**src/rtl/axis_hdr_pkg.sv**
```systemverilog
// ---------------------------------------------------------------------------
// axis_hdr_pkg
// Shared definitions for the header-insert arbitration path:
//   arb_state_e  - arbiter FSM state encoding (IDLE -> HEADER -> PAYLOAD)
//   DEF_DATA_WD  - default data/header width in bits
//   DEF_NUM_SRC  - default number of requesters
// ---------------------------------------------------------------------------
package axis_hdr_pkg;

  typedef enum logic [1:0] {
    ST_IDLE    = 2'd0,
    ST_HEADER  = 2'd1,
    ST_PAYLOAD = 2'd2
  } arb_state_e;

  localparam int DEF_DATA_WD = 32;
  localparam int DEF_NUM_SRC = 2;

endpackage

```
**src/rtl/rr_arbiter.sv**
```systemverilog
// ---------------------------------------------------------------------------
// rr_arbiter
// Combinational round-robin pick: grants the first requesting index at or
// after ptr, wrapping cyclically.
//   req [N-1:0]          - request vector
//   ptr [$clog2(N)-1:0]  - highest-priority index
//   gnt [N-1:0]          - one-hot grant, zero when no request
// ---------------------------------------------------------------------------
module rr_arbiter #(
  parameter int N = 2
) (
  input  logic [N-1:0]         req,
  input  logic [$clog2(N)-1:0] ptr,
  output logic [N-1:0]         gnt
);

  logic found;

  // Two passes replace modulo arithmetic: first look at indices >= ptr,
  // then wrap around to the low indices.
  always_comb begin
    gnt   = '0;
    found = 1'b0;
    for (int i = 0; i < N; i++) begin
      if (!found && req[i] && (i >= int'(ptr))) begin
        gnt[i] = 1'b1;
        found  = 1'b1;
      end
    end
    for (int i = 0; i < N; i++) begin
      if (!found && req[i]) begin
        gnt[i] = 1'b1;
        found  = 1'b1;
      end
    end
  end

endmodule

```
**src/rtl/axis_insert_arbiter.sv**
```systemverilog
// ---------------------------------------------------------------------------
// axis_insert_arbiter
// Round-robin arbiter that selects one of NUM_SRC (header, payload) stream
// pairs and passes the winner through to a single header-insert stage.
// A packet is owned from header acceptance through the payload last beat;
// both channels pass through combinationally (no buffering).
//
// Ports
//   clk, rst_n                     - clock, async active-low reset
//   s_valid/header/keep_insert     - per-source header channels (slice i)
//   s_ready_insert                 - per-source header ready
//   s_valid/data/keep/last_in      - per-source payload channels (slice i)
//   s_ready_in                     - per-source payload ready
//   m_valid/header/keep_insert     - selected header channel
//   m_ready_insert                 - header ready from downstream
//   m_valid/data/keep/last_in      - selected payload channel
//   m_ready_in                     - payload ready from downstream
//   grant                          - registered one-hot owner, 0 when idle
//   state_dbg                      - current FSM state (arb_state_e)
//
// Handshake: a beat transfers on a rising edge where valid and ready are
// both high; valid never depends on ready, and ready is only ever raised
// for the selected source in the phase that owns that channel.
// ---------------------------------------------------------------------------
module axis_insert_arbiter
  import axis_hdr_pkg::*;
#(
  parameter int DATA_WD      = DEF_DATA_WD,
  parameter int DATA_BYTE_WD = DATA_WD / 8,
  parameter int NUM_SRC      = DEF_NUM_SRC
) (
  input  logic                            clk,
  input  logic                            rst_n,
  input  logic [NUM_SRC-1:0]              s_valid_insert,
  input  logic [NUM_SRC*DATA_WD-1:0]      s_header_insert,
  input  logic [NUM_SRC*DATA_BYTE_WD-1:0] s_keep_insert,
  output logic [NUM_SRC-1:0]              s_ready_insert,
  input  logic [NUM_SRC-1:0]              s_valid_in,
  input  logic [NUM_SRC*DATA_WD-1:0]      s_data_in,
  input  logic [NUM_SRC*DATA_BYTE_WD-1:0] s_keep_in,
  input  logic [NUM_SRC-1:0]              s_last_in,
  output logic [NUM_SRC-1:0]              s_ready_in,
  output logic                            m_valid_insert,
  output logic [DATA_WD-1:0]              m_header_insert,
  output logic [DATA_BYTE_WD-1:0]         m_keep_insert,
  input  logic                            m_ready_insert,
  output logic                            m_valid_in,
  output logic [DATA_WD-1:0]              m_data_in,
  output logic [DATA_BYTE_WD-1:0]         m_keep_in,
  output logic                            m_last_in,
  input  logic                            m_ready_in,
  output logic [NUM_SRC-1:0]              grant,
  output logic [1:0]                      state_dbg
);

  localparam int SEL_W = $clog2(NUM_SRC);

  arb_state_e         state, state_nxt;
  logic [SEL_W-1:0]   sel, sel_nxt;
  logic [SEL_W-1:0]   rr_ptr, rr_ptr_nxt;
  logic [NUM_SRC-1:0] grant_nxt;
  logic [NUM_SRC-1:0] arb_gnt;
  logic [SEL_W-1:0]   arb_idx;

  rr_arbiter #(.N(NUM_SRC)) u_rr_arbiter (
    .req (s_valid_insert),
    .ptr (rr_ptr),
    .gnt (arb_gnt)
  );

  always_comb begin
    arb_idx = '0;
    for (int i = 0; i < NUM_SRC; i++) begin
      if (arb_gnt[i]) arb_idx = SEL_W'(i);
    end
  end

  // Selected-source pass-through. Data fields always follow sel; only the
  // valids and readies are gated by phase.
  always_comb begin
    m_header_insert = s_header_insert[int'(sel)*DATA_WD +: DATA_WD];
    m_keep_insert   = s_keep_insert[int'(sel)*DATA_BYTE_WD +: DATA_BYTE_WD];
    m_data_in       = s_data_in[int'(sel)*DATA_WD +: DATA_WD];
    m_keep_in       = s_keep_in[int'(sel)*DATA_BYTE_WD +: DATA_BYTE_WD];
    m_last_in       = s_last_in[sel];
    m_valid_insert  = 1'b0;
    m_valid_in      = 1'b0;
    s_ready_insert  = '0;
    s_ready_in      = '0;
    case (state)
      ST_HEADER: begin
        m_valid_insert      = s_valid_insert[sel];
        s_ready_insert[sel] = m_ready_insert;
      end
      ST_PAYLOAD: begin
        m_valid_in      = s_valid_in[sel];
        s_ready_in[sel] = m_ready_in;
      end
      default: ;
    endcase
  end

  always_comb begin
    state_nxt  = state;
    sel_nxt    = sel;
    rr_ptr_nxt = rr_ptr;
    grant_nxt  = grant;
    case (state)
      ST_IDLE: begin
        if (|s_valid_insert) begin
          state_nxt = ST_HEADER;
          sel_nxt   = arb_idx;
          grant_nxt = arb_gnt;
        end
      end
      ST_HEADER: begin
        if (m_valid_insert && m_ready_insert) state_nxt = ST_PAYLOAD;
      end
      ST_PAYLOAD: begin
        if (m_valid_in && m_ready_in && m_last_in) begin
          state_nxt  = ST_IDLE;
          grant_nxt  = '0;
          rr_ptr_nxt = (sel == SEL_W'(NUM_SRC - 1)) ? '0 : sel + 1'b1;
        end
      end
      default: begin
        state_nxt = ST_IDLE;
        grant_nxt = '0;
      end
    endcase
  end

  always_ff @(posedge clk or negedge rst_n) begin
    if (!rst_n) begin
      state  <= ST_IDLE;
      sel    <= '0;
      rr_ptr <= '0;
      grant  <= '0;
    end else begin
      state  <= state_nxt;
      sel    <= sel_nxt;
      rr_ptr <= rr_ptr_nxt;
      grant  <= grant_nxt;
    end
  end

  assign state_dbg = state;

endmodule

```
**config.mk**
```make
export PLATFORM = sky130hd
export DESIGN_NAME = axis_insert_arbiter
export DESIGN_NICKNAME = d
export VERILOG_FILES = /design/src/rtl/axis_hdr_pkg.sv /design/src/rtl/rr_arbiter.sv /design/src/rtl/axis_insert_arbiter.sv
export SDC_FILE = /design/constraint.sdc
export NUM_CORES = 1
export LEC_CHECK = 0
export BUFFER_PORTS_ARGS = -buffer_cell sky130_fd_sc_hd__clkbuf_2
export CAP_MARGIN = 30
export CORE_AREA = 3 3 92 94
export CTS_CLUSTER_SIZE = 10
export DETAILED_ROUTE_END_ITERATION = 10
export DIE_AREA = 0 0 95 97
export PLACE_DENSITY = 0.53
export SKIP_LAST_GASP = 1
export SYNTH_ARGS = -nofsm -noshare
export SYNTH_HDL_FRONTEND = slang
export SYNTH_SLANG_ARGS = --single-unit
```
**constraint.sdc**
```tcl
create_clock -name clk -period 1.65 [get_ports clk]
set_clock_uncertainty 0.05 [all_clocks]
set_input_delay 0.2475 -clock clk [delete_from_list [all_inputs] [get_ports clk]]
set_output_delay 0.2475 -clock clk [all_outputs]
set_load 0.05 [all_outputs]
```
# After elaboration in Yosys (flattened, before gate mapping)
# Cells that the tools add are included.
# classes
eq_ne	5
n_reduce_logical	17
magnitude_cmp	3
shift	4
mux	26
n_bitwise	3
addsub	1
# op_table
cell	n
variable part select 64 x 7 -> 32 bit	2
two-way mux 1 bit	17
variable part select 8 x 4 -> 4 bit	2
two-way mux 2 bit	6
one-hot mux 2 bit (3 select lines)	2
logical AND 1 bit	8
inequality test 2 bit (second input constant)	3
AND reduction 3 bit	2
bitwise AND 2 bit	2
AND reduction 2 bit	2
logical NOT 1 bit	3
equality test 2 x 1 -> 1 bit (second input constant)	1
equality test 2 bit (second input constant)	1
logical NOT 2 bit	1
< comparator 1 x 2 -> 1 bit (second input constant)	1
OR reduction 2 bit	1
adder 1 bit (second input constant)	1
demux 1 bit (select 1 bit)	1
>= comparator 1 bit (first input constant)	1
>= comparator 1 bit (second input constant)	1
NOT 1 bit	1
# totals
wordCells	63
ff_bits	6

# Depth between registers and ports, before layout
# depth
ltp_word	14
depth_mapped	4
ltp_nobuf	3

# Modules after synthesis
# From an unflattened synthesis, not the netlist that was laid out.
# unflattened
cells_unflattened	122
hier_area_um2	1252.5
# by_module_without_submodules
mod	instances	area_per_inst_um2	cells_each	seq_area_each_um2
axis_insert_arbiter	1	1233.7	119	150.1
rr_arbiter	1	18.8	3	0.0

# Worst setup path before layout
# No wires, ideal clock.
# synth_timing
path_kind	register to output
from	register state[0], in the netlist state_dbg[0]
to	output port m_valid_insert
path_stages_with_launch	3
arrival_ns	2.000
path_slack_ns	-0.648
t_required_ns	1.352
cell_sequence	dfrtp_1 inv_1 nor3_1
# synth_via
elab_chain_cells	2
# synth_rtl
item	line	rtl
from (decl)	axis_insert_arbiter.sv:58	arb_state_e state, state_nxt;
from (signal assigned)	axis_insert_arbiter.sv:140	state <= state_nxt;
equality test 2 x 1 -> 1 bit	axis_insert_arbiter.sv:90	case (state)
two-way mux 1 bit	axis_insert_arbiter.sv:90	
to (decl)	axis_insert_arbiter.sv:43	output logic m_valid_insert,
# Every way passes these cells.

# Worst setup path in the final report
# layout_timing
from	register sel
to	output port m_valid_in
# layout_via
elab_chain_cells	3
# layout_rtl
item	line	rtl
from (decl)	axis_insert_arbiter.sv:59	logic [SEL_W-1:0] sel, sel_nxt;
from (signal assigned)	axis_insert_arbiter.sv:141	sel <= sel_nxt;
two-way mux 1 bit (implied by the code) (2 in series)	axis_insert_arbiter.sv:96	m_valid_in = s_valid_in[sel];
two-way mux 1 bit	axis_insert_arbiter.sv:90	
to (decl)	axis_insert_arbiter.sv:47	output logic m_valid_in,
# Every way passes these cells. The select of a mux whose other input is x is not followed.

==> metrics <==
crit end category output pin; vias per inst 4.31; LEAKAGE about 1.7 nW; worst r2r src sel; H-tree lvl count 1; Yosys cell types 25; metal2 WL around 4.1 mm; Clk Latency, worst-skew pair 0.23 ns; Core ar. 7730 um^2; Yosys reg bits 6; drt total wl roughly 7.8 mm; HPWL Detailed about 6.1 mm; DRC errors left 0; Seq/Total Area, Yosys 11.7%; crit path from sel; P&R area growth vs syn 160%; Worst Max-Slew Pin Slew 0.434 ns; Post-Synthesis Cells between 100 and 150; die height between 90 and 100 um; failing checks negative setup slack; DR WL/cell approximately 16 um; Mapped Area 1280 um^2; initial antenna violation count 0; worst hold path class in -> reg; largest net degree at the start of global routing 24; GR Util All Layers approximately 14%; fin crit period between 1.5 and 2 ns; Setup WS post-layout -0.161 ns; library cell with the largest summed area after synthesis mux2_2; Syn Area/Cell slightly above 10 um^2; clk sinks 6; # diodes 0; max_cap viols 0; Vias ~2100; power per cell area between 1500 and 2000 nW/um^2; Post-Syn Nets between 200 and 300; WS Path Type reg -> out; Worst EP arrival between 1.5 and 2 ns; CTS tree done; Tot Pwr around 0.0066 W; IO buf count between 200 and 250; # setup viols final between 70 and 80; Fin Setup TNS -8.51 ns; Fin. Hold Viols 0; first-pass iteration count of the detailed router 4; first-pass GRT wire length ~11 mm; ANT nets after route 0; clk slew on worst S/H paths 0.04 ns; cell row count 32; M1 WL 3.06 mm; Die X 95 um; Placer Congestion roughly 0.86; CP Max Fanout 4; root buf cell clkbuf_8; RSZ-0062 raised after global routing yes; top-area cell type share of the netlist area around 64%; Syn. warnings 0; final cycle utilization of the critical path 110%; met3 wire length around 550 um; Worst setup SP type flip-flop; status finished with violations; Congestion Overflow GR 0; synth top area cells mux2_2 (64%), dfrtp_1 (12%), buf_4 (4.1%); Final Max Slew Viols 0; Starting Density between 10% and 20%; Top Metal Used met4; number of global-route vias before repair 2148; fmax approximately 0.55 GHz; worst ir drop on vdd between 1 and 1.5 mV; die area a little over 9000 um^2; Clock Tree Buf Depth 2; initial drt markers 45; Num CTS Buffers 3; final net count between 500 and 600; hold_sp m_ready_insert; I/O pin count roughly 240; layout cell share with drive strength beyond 1 89.9%; max_slew headroom 70.8%; Worst Path Required roughly 1.4 ns
power breakdown:
part	internal [W]	total (W)	leakage (nW)	switching, W
registers	0.000217	0.000301	0.0673	0.0000841
clock network	0.000167	0.000235	0.0228	0.0000683
logic	0.00252	0.00604	1.65	0.00353
total	0.00290	0.00658	1.74	0.00368
layout by cell type (no fill, tap or decap), types with 2 or more instances in the layout:
cell type / count
nand2_1: 6
nor3_1: 2
buf_8: 9
buf_12: 4
clkbuf_4: 2
clkbuf_2: 157
clkbuf_8: 9
o21ai_0: 4
dfrtp_1: 4
buf_4: 22
buf_6: 50
mux2_2: 73
nor2b_1: 3
clkbuf_16: 2
nor2_4: 3
inv_1: 2
layout make-up:
cell class	instances	area [um^2]
Clock buffer	4	45.0
Fill cell	748	4390
Inverter	2	7.51
Multi-Input combinational cell	109	1090
Sequential cell	6	155
Tap cell	102	128
Timing Repair Buffer	254	1910
through the flow:
step	utilization (%)	setup WS, ns	area [um^2]	hold WS (ns)	std cells
after floorplan	-	-0.0723	1320	-0.0981	127
after global placement	34.4	0.0188	2660	0.0387	463
after detailed placement	34.4	0.0103	2660	0.0370	463
after CTS	39.4	-0.180	3050	0.304	471
after global routing	43.2	-0.209	3340	0.335	477
final	43.2	-0.161	3340	0.303	477
cells in the mapped netlist:
library cell	count
a211o_1	1
a21bo_1	1
a41oi_1	1
and3_1	2
buf_4	7
buf_6	2
clkbuf_8	1
dfrtp_1	6
inv_1	2
mux2_2	73
mux2i_1	2
nand2_1	6
nand3_1	1
nand3b_1	1
nand4b_1	1
nor2_1	4
nor2b_1	3
nor3_1	3
nor3b_1	1
o211ai_1	1
o21a_1	1
o21ai_0	4
o22ai_1	1
o311ai_1	1
or3_1	1
cells by family after synthesis:
family	count (synthesis)	synth area share, %
buffers and inverters	12	7.50
and+or+nand+nor	23	9.25
AOI/OAI and AO/OA	11	6.04
DFF	6	11.7
muxes	75	65.5
flip-flops by register name (all words and copies together) (netlist names):
register   flops
grant          2
rr_ptr         1
state_dbg      2
sel            1
final timing paths:
| check | end | slack, ns | cells past startpoint |
|---|---|---|---|
| max | m_valid_in | -0.16 | 6 |
| min | state_dbg[0] | 0.30 | 4 |
| max reg2reg | state_dbg[1] | 0.13 | 5 |
| min reg2reg | rr_ptr | 0.50 | 2 |
| max in group asynchronous | sel | 1.04 | 2 |
| min in group asynchronous | sel | 0.34 | 2 |
layer usage:
metal,track usage [%],up-vias
met1,17.0,960
met3,2.33,9
met2,27.1,112
met4,2.44,0
li1,-,976
met5,0,-
worst max-delay path: stages (launching register included):
cell and delay, ns:
dfrtp_4 0.47, buf_4 0.18, buf_4 0.14, mux2i_1 0.12
buf_4 0.14, nor2_4 0.09, buf_8 0.15
what timing repair did:
action | CTS | global route
gates resized for setup | 96 | 122
hold buffers | 1 | 0
buffers inserted | 2 | 4
cloned | 1 | 2
setup endpoints to repair | 79 | 78
endpoints found under the hold margin | 6 | 0
pin swaps | 0 | 1
Power figures use the tool's default switching activity.
